[src/rtl/div_arbiter_if.sv]
// Handshake bundle between the divider arbiter, its two requesters and the shared divider.
// The arbiter uses the master modport; the environment (requesters plus divider) uses slave.
interface div_arbiter_if #(
    parameter int WA = 64,
    parameter int WB = 32
);
    // valid/ready: a transfer happens on a rising edge where valid and ready are both high;
    // valid, once raised, holds its payload until that edge; ready may depend on valid.
    logic [1:0]      req_valid;
    logic [1:0]      req_ready;
    logic [2*WA-1:0] req_a;
    logic [2*WB-1:0] req_b;
    logic [1:0]      rsp_valid;
    logic [1:0]      rsp_ready;
    logic [WB-1:0]   rsp_q;
    logic [WB-1:0]   rsp_r;
    logic            rsp_dz;
    logic            rsp_do;
    logic            rsp_err;
    logic            div_start;
    logic [WA-1:0]   div_a;
    logic [WB-1:0]   div_b;
    logic            div_done;
    logic [WB-1:0]   div_q;
    logic [WB-1:0]   div_r;
    logic            div_dz;
    logic            div_do;

    modport master (
        input  req_valid, req_a, req_b, rsp_ready,
        input  div_done, div_q, div_r, div_dz, div_do,
        output req_ready, rsp_valid, rsp_q, rsp_r, rsp_dz, rsp_do, rsp_err,
        output div_start, div_a, div_b
    );

    modport slave (
        output req_valid, req_a, req_b, rsp_ready,
        output div_done, div_q, div_r, div_dz, div_do,
        input  req_ready, rsp_valid, rsp_q, rsp_r, rsp_dz, rsp_do, rsp_err,
        input  div_start, div_a, div_b
    );
endinterface

[src/rtl/div_arbiter.sv]
// Round-robin arbiter sharing one iterative divider between two requesters;
// one job in flight: accept, launch, wait for done (or time out), respond to the winner.
module div_arbiter #(
    parameter int WA      = 64,
    parameter int WB      = 32,
    parameter int TIMEOUT = 40
) (
    input  logic          clk,
    input  logic          rst,
    div_arbiter_if.master bus,
    output logic [1:0]    o_dbg_state
);
    typedef enum logic [1:0] {
        S_IDLE  = 2'd0,
        S_ISSUE = 2'd1,
        S_WAIT  = 2'd2,
        S_RESP  = 2'd3
    } state_t;

    localparam int CW = $clog2(TIMEOUT + 1);

    state_t        r_state;
    state_t        w_next;
    logic          r_grant;
    logic          r_last_grant;
    logic [WA-1:0] r_div_a;
    logic [WB-1:0] r_div_b;
    logic [WB-1:0] r_q;
    logic [WB-1:0] r_r;
    logic          r_dz;
    logic          r_do;
    logic          r_err;
    logic [CW-1:0] r_cnt;

    logic          w_win;
    logic [1:0]    w_req_ready;
    logic          w_accept;
    logic [WA-1:0] w_a_sel;
    logic [WB-1:0] w_b_sel;
    logic          w_rsp_fire;
    logic          w_timeout;

    // On contention the port that did not win last time gets the grant.
    assign w_win       = (&bus.req_valid) ? ~r_last_grant : bus.req_valid[1];
    assign w_req_ready = (r_state == S_IDLE && |bus.req_valid) ? (w_win ? 2'b10 : 2'b01) : 2'b00;
    assign w_accept    = |(bus.req_valid & w_req_ready);
    assign w_a_sel     = w_win ? bus.req_a[WA +: WA] : bus.req_a[0 +: WA];
    assign w_b_sel     = w_win ? bus.req_b[WB +: WB] : bus.req_b[0 +: WB];
    assign w_rsp_fire  = (r_state == S_RESP) && bus.rsp_ready[r_grant];
    assign w_timeout   = (r_cnt == CW'(TIMEOUT - 1));

    always_ff @(posedge clk or posedge rst) begin
        if (rst) r_state <= S_IDLE;
        else     r_state <= w_next;
    end

    always_comb begin
        w_next = r_state;
        case (r_state)
            S_IDLE:  if (w_accept) w_next = (w_b_sel == '0) ? S_RESP : S_ISSUE;
            S_ISSUE: w_next = S_WAIT;
            S_WAIT:  if (bus.div_done || w_timeout) w_next = S_RESP;
            S_RESP:  if (w_rsp_fire) w_next = S_IDLE;
            default: w_next = S_IDLE;
        endcase
    end

    always_ff @(posedge clk or posedge rst) begin
        if (rst) begin
            r_grant      <= 1'b0;
            r_last_grant <= 1'b1;
            r_div_a      <= '0;
            r_div_b      <= '0;
            r_q          <= '0;
            r_r          <= '0;
            r_dz         <= 1'b0;
            r_do         <= 1'b0;
            r_err        <= 1'b0;
            r_cnt        <= '0;
        end else begin
            case (r_state)
                S_IDLE: begin
                    if (w_accept) begin
                        r_div_a      <= w_a_sel;
                        r_div_b      <= w_b_sel;
                        r_grant      <= w_win;
                        r_last_grant <= w_win;
                        // Zero divisor never reaches the divider; answer directly.
                        if (w_b_sel == '0) begin
                            r_q   <= '0;
                            r_r   <= '0;
                            r_dz  <= 1'b1;
                            r_do  <= 1'b0;
                            r_err <= 1'b0;
                        end
                    end
                end
                S_ISSUE: r_cnt <= '0;
                S_WAIT: begin
                    r_cnt <= r_cnt + CW'(1);
                    if (bus.div_done) begin
                        r_q   <= bus.div_q;
                        r_r   <= bus.div_r;
                        r_dz  <= bus.div_dz;
                        r_do  <= bus.div_do;
                        r_err <= 1'b0;
                    end else if (w_timeout) begin
                        r_q   <= '0;
                        r_r   <= '0;
                        r_dz  <= 1'b0;
                        r_do  <= 1'b0;
                        r_err <= 1'b1;
                    end
                end
                default: ;
            endcase
        end
    end

    assign bus.req_ready = w_req_ready;
    assign bus.rsp_valid = (r_state == S_RESP) ? (r_grant ? 2'b10 : 2'b01) : 2'b00;
    assign bus.rsp_q     = r_q;
    assign bus.rsp_r     = r_r;
    assign bus.rsp_dz    = r_dz;
    assign bus.rsp_do    = r_do;
    assign bus.rsp_err   = r_err;
    assign bus.div_start = (r_state == S_ISSUE);
    assign bus.div_a     = r_div_a;
    assign bus.div_b     = r_div_b;
    assign o_dbg_state   = r_state;
endmodule

[src/flat_wrapper.sv]
// flat-port wrapper written by rule: the top's interface ports become plain ports
module div_arbiter_flat 
#(
    parameter int WA      = 64,
    parameter int WB      = 32,
    parameter int TIMEOUT = 40
)
  (clk, rst, o_dbg_state, bus_req_valid, bus_req_a, bus_req_b, bus_rsp_ready, bus_div_done, bus_div_q, bus_div_r, bus_div_dz, bus_div_do, bus_req_ready, bus_rsp_valid, bus_rsp_q, bus_rsp_r, bus_rsp_dz, bus_rsp_do, bus_rsp_err, bus_div_start, bus_div_a, bus_div_b);
  div_arbiter_if #(.WA(WA), .WB(WB)) bus_i ();
  input  logic clk;
  input  logic rst;
  output logic [1:0] o_dbg_state;
  input wire logic [$bits(bus_i.req_valid)-1:0] bus_req_valid;
  input wire logic [$bits(bus_i.req_a)-1:0] bus_req_a;
  input wire logic [$bits(bus_i.req_b)-1:0] bus_req_b;
  input wire logic [$bits(bus_i.rsp_ready)-1:0] bus_rsp_ready;
  input wire logic [$bits(bus_i.div_done)-1:0] bus_div_done;
  input wire logic [$bits(bus_i.div_q)-1:0] bus_div_q;
  input wire logic [$bits(bus_i.div_r)-1:0] bus_div_r;
  input wire logic [$bits(bus_i.div_dz)-1:0] bus_div_dz;
  input wire logic [$bits(bus_i.div_do)-1:0] bus_div_do;
  output wire logic [$bits(bus_i.req_ready)-1:0] bus_req_ready;
  output wire logic [$bits(bus_i.rsp_valid)-1:0] bus_rsp_valid;
  output wire logic [$bits(bus_i.rsp_q)-1:0] bus_rsp_q;
  output wire logic [$bits(bus_i.rsp_r)-1:0] bus_rsp_r;
  output wire logic [$bits(bus_i.rsp_dz)-1:0] bus_rsp_dz;
  output wire logic [$bits(bus_i.rsp_do)-1:0] bus_rsp_do;
  output wire logic [$bits(bus_i.rsp_err)-1:0] bus_rsp_err;
  output wire logic [$bits(bus_i.div_start)-1:0] bus_div_start;
  output wire logic [$bits(bus_i.div_a)-1:0] bus_div_a;
  output wire logic [$bits(bus_i.div_b)-1:0] bus_div_b;
  assign bus_i.req_valid = bus_req_valid;
  assign bus_i.req_a = bus_req_a;
  assign bus_i.req_b = bus_req_b;
  assign bus_i.rsp_ready = bus_rsp_ready;
  assign bus_i.div_done = bus_div_done;
  assign bus_i.div_q = bus_div_q;
  assign bus_i.div_r = bus_div_r;
  assign bus_i.div_dz = bus_div_dz;
  assign bus_i.div_do = bus_div_do;
  assign bus_req_ready = bus_i.req_ready;
  assign bus_rsp_valid = bus_i.rsp_valid;
  assign bus_rsp_q = bus_i.rsp_q;
  assign bus_rsp_r = bus_i.rsp_r;
  assign bus_rsp_dz = bus_i.rsp_dz;
  assign bus_rsp_do = bus_i.rsp_do;
  assign bus_rsp_err = bus_i.rsp_err;
  assign bus_div_start = bus_i.div_start;
  assign bus_div_a = bus_i.div_a;
  assign bus_div_b = bus_i.div_b;
  div_arbiter #(.WA(WA), .WB(WB), .TIMEOUT(TIMEOUT)) u_core (.clk(clk), .rst(rst), .bus(bus_i), .o_dbg_state(o_dbg_state));
endmodule
[config.mk]
export PLATFORM = sky130hd
export DESIGN_NAME = div_arbiter_flat
export DESIGN_NICKNAME = d
export VERILOG_FILES = /design/src/rtl/div_arbiter_if.sv /design/src/rtl/div_arbiter.sv /design/src/flat_wrapper.sv
export SDC_FILE = /design/constraint.sdc
export NUM_CORES = 1
export LEC_CHECK = 0
export ABC_CLOCK_PERIOD_IN_PS = 8400
export CAP_MARGIN = 25
export CORE_MARGIN = 4
export CORE_UTILIZATION = 28
export CTS_BUF_LIST = sky130_fd_sc_hd__clkbuf_8
export CTS_CLUSTER_DIAMETER = 60
export DETAILED_ROUTE_END_ITERATION = 8
export SYNTH_ARGS = -nofsm -noshare
export SYNTH_HDL_FRONTEND = slang
export SYNTH_SLANG_ARGS = --single-unit
[constraint.sdc]
create_clock -name clk -period 8.4 [get_ports clk]
set_input_delay 0.84 -clock clk [delete_from_list [all_inputs] [get_ports clk]]
set_output_delay 0.84 -clock clk [all_outputs]
set_load 0.01 [all_outputs]
After elaboration in Yosys (flattened, before gate mapping)
Cells that the tools add are included.
{ "totals": {"regBits": 173, "in_bits": 265} }
{ "classes": {"n_bitwise": 2, "reduce_logical": 13, "muxes": 34, "n_lt_le_gt_ge": 1, "eq_ne": 9, "add_sub_neg": 1} }
{ "op_table": {"columns": ["op", "count"], "rows": [
  ["2-to-1 mux 32 bit", 6],
  ["one-hot mux 32 bit (2 select lines)", 2],
  ["2-to-1 mux 64 bit", 1],
  ["logical NOT 32 bit", 1],
  ["2-to-1 mux 2 bit", 8],
  ["2-to-1 mux 1 bit", 12],
  ["one-hot mux 6 bit (2 select lines)", 1],
  ["one-hot mux 2 bit (4 select lines)", 1],
  ["adder 6 x 1 -> 6 bit, second input constant", 1],
  ["== test 6 bit, second input constant", 1],
  ["!= test 2 x 1 -> 1 bit, second input constant", 3],
  ["one-hot mux 1 bit (2 select lines)", 3],
  ["== test 2 bit, second input constant", 2],
  ["AND reduction 2 bit", 2],
  ["AND reduction 4 bit", 1],
  ["nonzero test 2 bit", 2],
  ["OR reduction 2 bit", 2],
  ["!= test 3 x 2 -> 1 bit, second input constant", 1],
  ["AND reduction 3 bit", 1],
  ["AND 2 bit", 1],
  ["== test 2 x 1 -> 1 bit, second input constant", 1],
  ["logical AND 1 bit", 2],
  ["logical NOT 2 bit", 1],
  ["less-than comparator 1 x 2 -> 1 bit, second input constant", 1],
  ["3 further kinds", 3]
]} }

Longest topological paths before layout
Gate-level depths: netlist of the first run.
{ "depth": {"word_depth": 8, "depth_mapped": 9, "mapped_depth_nobuf": 7} }

Worst setup path after synthesis of the first run
OpenSTA, ideal clock, no wires.
{ "synth_timing": {"kind": "in2out", "startpoint": "in bus_req_valid[1]", "endpoint": "out bus_req_ready[0]", "path_stages": 4, "path_slack_ns": 5.818, "arrival_time_ns": 1.742, "path_buffers": 2, "path_cell_list": "o21ai_1 clkbuf_1 clkbuf_1 nor2_1"} }
{ "synth_via": {"elab_chain_len": 4, "elab_cells_between_ends": 6} }
{ "synth_rtl": {"columns": ["item", "line", "rtl"], "rows": [
  ["start, declared", "flat_wrapper.sv:13", "input wire logic [$bits(bus_i.req_valid)-1:0] bus_req_valid;"],
  ["AND reduction 2 bit", "div_arbiter.sv:44", "assign w_win = (&bus.req_valid) ? ~r_last_grant : bus.req_valid[1];"],
  ["2-to-1 mux 1 bit", "div_arbiter.sv:44", null],
  ["2-to-1 mux 2 bit", "div_arbiter.sv:45", "assign w_req_ready = (r_state == S_IDLE && |bus.req_valid) ? (w_win ? 2'b10 : 2'b01) : 2'b00;"],
  ["2-to-1 mux 2 bit *", "div_arbiter.sv:45", null],
  ["end, declared", "flat_wrapper.sv:22", "output wire logic [$bits(bus_i.req_ready)-1:0] bus_req_ready;"]
]} }
Every way passes the cells marked *; elsewhere a longest branch is shown, timed or not.

Worst setup path after layout of the first run
{ "layout_timing": {"startpoint": "in bus_req_valid[1]", "endpoint": "out bus_req_ready[1]"} }
Same word-level chain as after synthesis.

==> impl_metrics.csv, run 1 <==
group,metric,value,unit
run_status,status,"completed",
sta,clock-skew-final,25.87,ps
final_layout,drive_above_1_share,6.454,%
global_route,overflow,0,
placement,dp_hpwl,22.73,mm
drt,ant_nets,0,
sta,rsz0062_at_grt,"false",
clocking,cts.sinks,173,
worst_setup_path,arrival,3230,ps
die,start_util,28.69,%
worst_setup_path,cp_data_required_time,7560,ps
die,io-pin-count,435,
logic_synthesis,synth.cell_area,8036,µm²
die,dieArea,31480,µm²
worst_setup_path,startpoint_type,"input port",
final_layout,syn_to_final_growth,62.23,%
clocking,cts-root-buf,"clkbuf_8",
sta,period_minus_slack,4075,ps
global_route,grt_max_degree,99,
drt,wl_per_cell,20.13,µm
run,cap_viol_max_count,0,
logic_synthesis,synthCells,754,
drt,drt_first_pass_iters,7,
worst_setup_path,worstSetupPathType,"input port to primary output",
power,p_per_area,328.2,nW/µm²
logic_synthesis,synth_seq_cells,173,
sta,finalSetupViolations,0,
logic_synthesis,ys_seq_area_share,53.88,%
logic_synthesis,ys.flop_type,"dfrtp_1",
placement,numPortBuffers,434,
placement,gp_congestion,0.8619,
clocking,insertion_delay,450,ps
sta,slew_viol_final,0,
final_layout,fillCellCount,2653,
global_route,grt.total_usage,19.11,%
logic_synthesis,synth_top_area_share,53.56,%
final_layout,nets,1420,
global_route,antenna_found_initial,2,
clocking,cts_tree,"done",
drt,viasPerCell,4.842,
sta,timing.fmax,0.2454,GHz
sta,holdWs,484.0,ps
die,placeableCoreArea,28010,µm²
logic_synthesis,yosysTopAreaCell,"dfrtp_1",
die,die_y,177.4,µm
drt,first_iter_violations,425,
clocking,clock_path_buffers,2,
global_route,grt_pass1_wl,46.59,mm
power,peakVddDrop,0.0001439,V
logic_synthesis,synth_fp_nets,1025,
clocking,clkSlewWorstSetupHoldPaths,80,ps
drt,drc,0,
logic_synthesis,synth_edf_count,0,
die,die_x,177.4,µm
logic_synthesis,synthTopCellsByArea,"dfrtp_1, a22o_1, nand2_1",
sta,layout_worst_path_cycle_share,48.51,%
clocking,postCtsHoldBufs,0,
sta,hold_viol,0,
clocking,cts_resized,0,
logic_synthesis,avgSynthCellArea,10.66,µm²
drt,num_vias,7467,
die,rows,61,
placement,dpl-instance-area,12610,µm²
sta,relSlewSlack,32.03,%
logic_synthesis,synth_cell_types,39,
final_layout,design_area,13040,µm²
sta,tns,0,ps
sta,tightestPinTransition,1020,ps
clocking,cts_made_buffers,17,
clocking,h-tree-depth,4,
power,p_leak,5.374,nW
global_route,grt_pass1_vias,7857,
worst_hold_path,worstHoldPathType,"flip-flop to flip-flop",
power,power,4.279,mW
worst_setup_path,worstSetupEndpointType,"primary output",
logic_synthesis,yosys_warnings,0,
logic_synthesis,async_reset_ff_share,100.0,%
worst_setup_path,cp_max_fo,82,
drt,routed_wl,31.04,mm
clocking,post_cts_buffers,0,
==> logic make-up (layout without fill, tap and decap cells) <==
kind of cell,Yosys count,after routing,synth area share (%)
and+or+nand+nor,220,220,11.46
muxes,34,34,4.250
adders and majority gates,6,6,0.9341
DFF,173,173,53.88
xor gates and xnor gates,1,1,0.1090
buffers and inverters,75,483,4.904
other,0,2,0
AOI/OAI and AO/OA,245,245,24.46
==> worst max-delay path: stages <==
cell and delay [ps]:
clkdlybuf4s50_1 550, a21boi_4 210, buf_4 770, and2_1 290
clkdlybuf4s50_1 550
==> cell usage in the layout, fill, tap and decap left out, types with 4 or more instances in the layout <==
cell type / synthesis / final
o22ai_2: 21 / 21
inv_6: 0 / 4
inv_1: 6 / 7
clkinv_4: 0 / 4
a22o_1: 128 / 128
clkdlybuf4s50_1: 0 / 434
nor2b_1: 4 / 4
ha_1: 6 / 5
nand3_1: 4 / 4
nand2_1: 174 / 174
buf_4: 4 / 11
o21ai_0: 37 / 37
nor4_1: 16 / 16
dfrtp_1: 172 / 172
nor2_1: 8 / 8
clkbuf_8: 0 / 17
mux2i_1: 33 / 33
o22ai_1: 46 / 46
==> cell usage after synthesis (all sizes together), types with 2 or more instances <==
| library cell | number |
|---|---|
| o21ai | 38 |
| ha | 6 |
| nor2 | 9 |
| nand3 | 4 |
| and2 | 3 |
| mux2i | 33 |
| a31oi | 2 |
| a22o | 128 |
| dfrtp | 172 |
| nand2 | 174 |
| or3 | 2 |
| a21oi | 3 |
| o22ai | 67 |
| nand4b | 2 |
| inv | 6 |
| a21o | 2 |
| nand4 | 3 |
| buf | 31 |
| nor4 | 16 |
| nor2b | 4 |
| clkbuf | 38 |
==> final cells by class <==
cell class,count,area [µm²],area share (%)
flip-flops and latches,173,4330,33.21
well taps,378,473.0,3.628
clock buffers,17,234.0,1.795
multi-input cells,506,3349,25.69
clock inverters,15,191.4,1.468
inverters,6,27.53,0.2111
diodes,2,5.005,0.03839
repair buffers,445,4427,33.95
==> sequential cells by signal (all words and copies together) (netlist names), 2 cells and up <==
signal              count
u_core.r_cnt            6
u_core.bus.rsp_r       32
u_core.bus.div_b       32
u_core.o_dbg_state      2
u_core.bus.div_a       64
u_core.bus.rsp_q       32
==> final timing paths <==
check	startpoint	end	slack (ps)	depth (start not counted)
max in group asynchronous	rst	u_core.bus.div_b[20]	6340	3
min in group asynchronous	rst	u_core.bus.rsp_r[13]	820	2
setup / recovery	bus_req_valid[1]	bus_req_ready[1]	4330	5
hold / removal	u_core.bus.div_b[7]	u_core.bus.div_b[7]	480	2
setup reg to reg	u_core.o_dbg_state[1]	u_core.bus.rsp_r[6]	5280	8
hold reg to reg	u_core.bus.div_b[7]	u_core.bus.div_b[7]	480	2
==> routing by layer <==
layer | vias up | wire (µm) | GRT usage [%]
met3 | 17 | 2693 | 6.562
met1 | 3604 | 13000 | 24.31
met5 | - | 0 | 0
met4 | 0 | 332 | 4.351
li1 | 3542 | - | -
met2 | 304 | 15010 | 31.51
==> report_power, final <==
part | switching, mW | internal (mW) | total (mW)
registers | 0.225 | 1.22 | 1.44
logic | 1.04 | 1.16 | 2.20
clock network | 0.338 | 0.301 | 0.639
==> stage by stage <==
step	worst slack, ps	util, %	instances
floorplan	2873	-	754
global placement	4277	45.01	1508
detailed placement	4245	45.01	1508
CTS	4316	46.53	1540
global route	4213	46.54	1542
finish	4325	46.54	1542
No activity file was read; power rests on OpenSTA's default activity.
==> inputs of run 2 (changes only) <==
ABC_CLOCK_PERIOD_IN_PS = 4200   (was 8400)
clock period = 4.2 ns   (was 8.4 ns; I/O delays follow)
==> run 2 against run 1 <==
Compared with the run above: hold slack lost 210 ps; highest routed layer is now met5; non-clock buffer count increased by 3; critical endpoint is now bus_req_ready[0]; clock skew fell by 1.6 ps; final cell count rose by 0.26%; first-iteration DRC count is 6.4% lower; wire length hardly changed; global-route usage is 0.10 points lower; register-to-register slack worse by 3800 ps; sequential power increased by 99%; largest power group unchanged.
==> impl_metrics.csv, run 2 (synthesis gave the netlist of run 1 again) <==
group,metric,value,unit
run_status,status,"completed",
worst_setup_path,r2r_slack,1450,ps
drt,drt_first_pass_iters,6,
die,io-pin-count,435,
global_route,grtUsageMet3,6.689,%
final_layout,fillCellCount,2677,
sta,clock-skew-final,24.23,ps
die,dieArea,31480,µm²
clocking,cts-root-buf,"clkbuf_8",
drt,num_vias,7475,
drt,wl_per_cell,20.09,µm
clocking,post_cts_buffers,0,
final_layout,final_cell_mix,"clkdlybuf4s50_1, nand2_1, dfrtp_1",
clocking,insertion_delay,460,ps
global_route,grt_pass1_wl,46.27,mm
drt,first_iter_violations,398,
worst_setup_path,cp_data_required_time,3780,ps
die,placeableCoreArea,28010,µm²
clocking,postCtsHoldBufs,0,
sta,layout_worst_path_cycle_share,65.42,%
clocking,cts_made_buffers,17,
sta,period_minus_slack,2748,ps
sta,timing.fmax,0.3639,GHz
placement,dpl-instance-area,12680,µm²
clocking,cts_tree,"done",
final_layout,largest_register_ffs,64,
placement,gp_congestion,0.8471,
run,cap_viol_max_count,0,
worst_setup_path,arrival,2330,ps
drt,viasPerCell,4.835,
global_route,grt.total_usage,19.01,%
clocking,h-tree-depth,4,
die,rows,61,
sta,hold_viol,0,
power,p_leak,5.401,nW
clocking,cts_resized,0,
global_route,grt_pass1_vias,7802,
global_route,busiest_layer,"met2",
worst_setup_path,r2r_cells,8,
worst_hold_path,worstHoldPathType,"input port to asynchronous set/reset pin",
final_layout,design_area,13120,µm²
drt,drc,0,
drt,ant_nets,0,
final_layout,final_common_cell,"clkdlybuf4s50_1",
placement,dp_hpwl,23.28,mm
sta,rsz0062_at_grt,"false",
drt,routed_wl,31.06,mm
sta,finalSetupViolations,0,
final_layout,drive_above_1_share,6.867,%
sta,tightestPinTransition,871.0,ps
sta,fin_ws,1452,ps
worst_setup_path,r2r_end,"u_core.bus.rsp_r[18]",
final_layout,syn_to_final_growth,63.24,%
clocking,cts.sinks,173,
power,peakVddDrop,0.0003107,V
die,die_y,177.4,µm
die,start_util,28.69,%
power,power,8.612,mW
worst_setup_path,worstSetupPathType,"input port to primary output",
sta,slew_viol_final,0,
final_layout,nets,1423,
die,die_x,177.4,µm
clocking,clock_path_buffers,2,
placement,dpl_worst_slack,1262,ps
worst_setup_path,r2r_start,"u_core.o_dbg_state[0]",
worst_setup_path,worstSetupEndpointType,"primary output",
global_route,grt_max_degree,131,
global_route,grtUsageMet2,31.99,%
sta,relSlewSlack,41.93,%
worst_setup_path,startpoint_type,"input port",
power,p_per_area,656.5,nW/µm²
global_route,antenna_found_initial,4,
global_route,overflow,0,
worst_setup_path,crit_path_start,"bus_req_valid[1]",
final_layout,final_core_util,46.84,%
worst_setup_path,cp_max_fo,22,
placement,numPortBuffers,434,
clocking,clkSlewWorstSetupHoldPaths,110,ps
global_route,met1_usage,23.12,%
sta,tns,0,ps
-- run 2: changes by cell type in the layout (fill, tap and decap cells not counted), moves of 2 or more --
| cell | change |
|---|---|
| inv_6 | +2 |
| clkinv_4 | -4 |
| inv_8 | +4 |
| inv_1 | -2 |
| buf_12 | +4 |
-- run 2: through the flow --
| stage | instances | hold WS [ps] |
|---|---|---|
| finish | 1546 | 279.0 |
| global route | 1546 | 259.5 |
| CTS | 1543 | 246.0 |
| detailed placement | 1511 | 470.3 |
| global placement | 1511 | 463.6 |
| floorplan | 754 | 473.8 |
-- run 2: worst max path at each step --
stage	end	slack [ps]
floorplan	u_core.bus.div_a[0]	1570
global placement	u_core.bus.rsp_r[21]	1300
detailed placement	u_core.bus.rsp_r[5]	1260
CTS	u_core.bus.rsp_r[18]	1410
global route	u_core.bus.rsp_r[19]	1190
finish	bus_req_ready[0]	1450
-- run 2: final cells by class --
class	instances	area [µm²]	share of cell area, %
Timing Repair Buffer	448	4499	34.30
Sequential cell	173	4330	33.01
Multi-Input combinational cell	506	3349	25.53
Tap cell	378	473.0	3.605
Clock buffer	18	247.7	1.888
Clock inverter	14	185.2	1.412
Inverter	6	26.28	0.2003
Antenna cell	3	7.507	0.05722
-- run 2: layer usage --
metal / up-vias / share of wire (%) / routed length [µm]
met5: - / 0.042 / 13
met4: 2 / 1.6 / 487
met3: 27 / 9.2 / 2868
met2: 285 / 49 / 15110
met1: 3599 / 40 / 12580
li1: 3562 / - / -
-- run 2: worst max-delay path: stages --
cell             delay, ps
clkdlybuf4s50_1        550
a21boi_4               350
buf_4                  410
nor2_1                  90
clkdlybuf4s50_1        500
-- run 2: power by group --
part	switching, mW	total (mW)	internal, mW
registers	0.437	2.87	2.44
logic	2.08	4.43	2.35
clock network	0.724	1.31	0.583
total	3.25	8.61	5.37
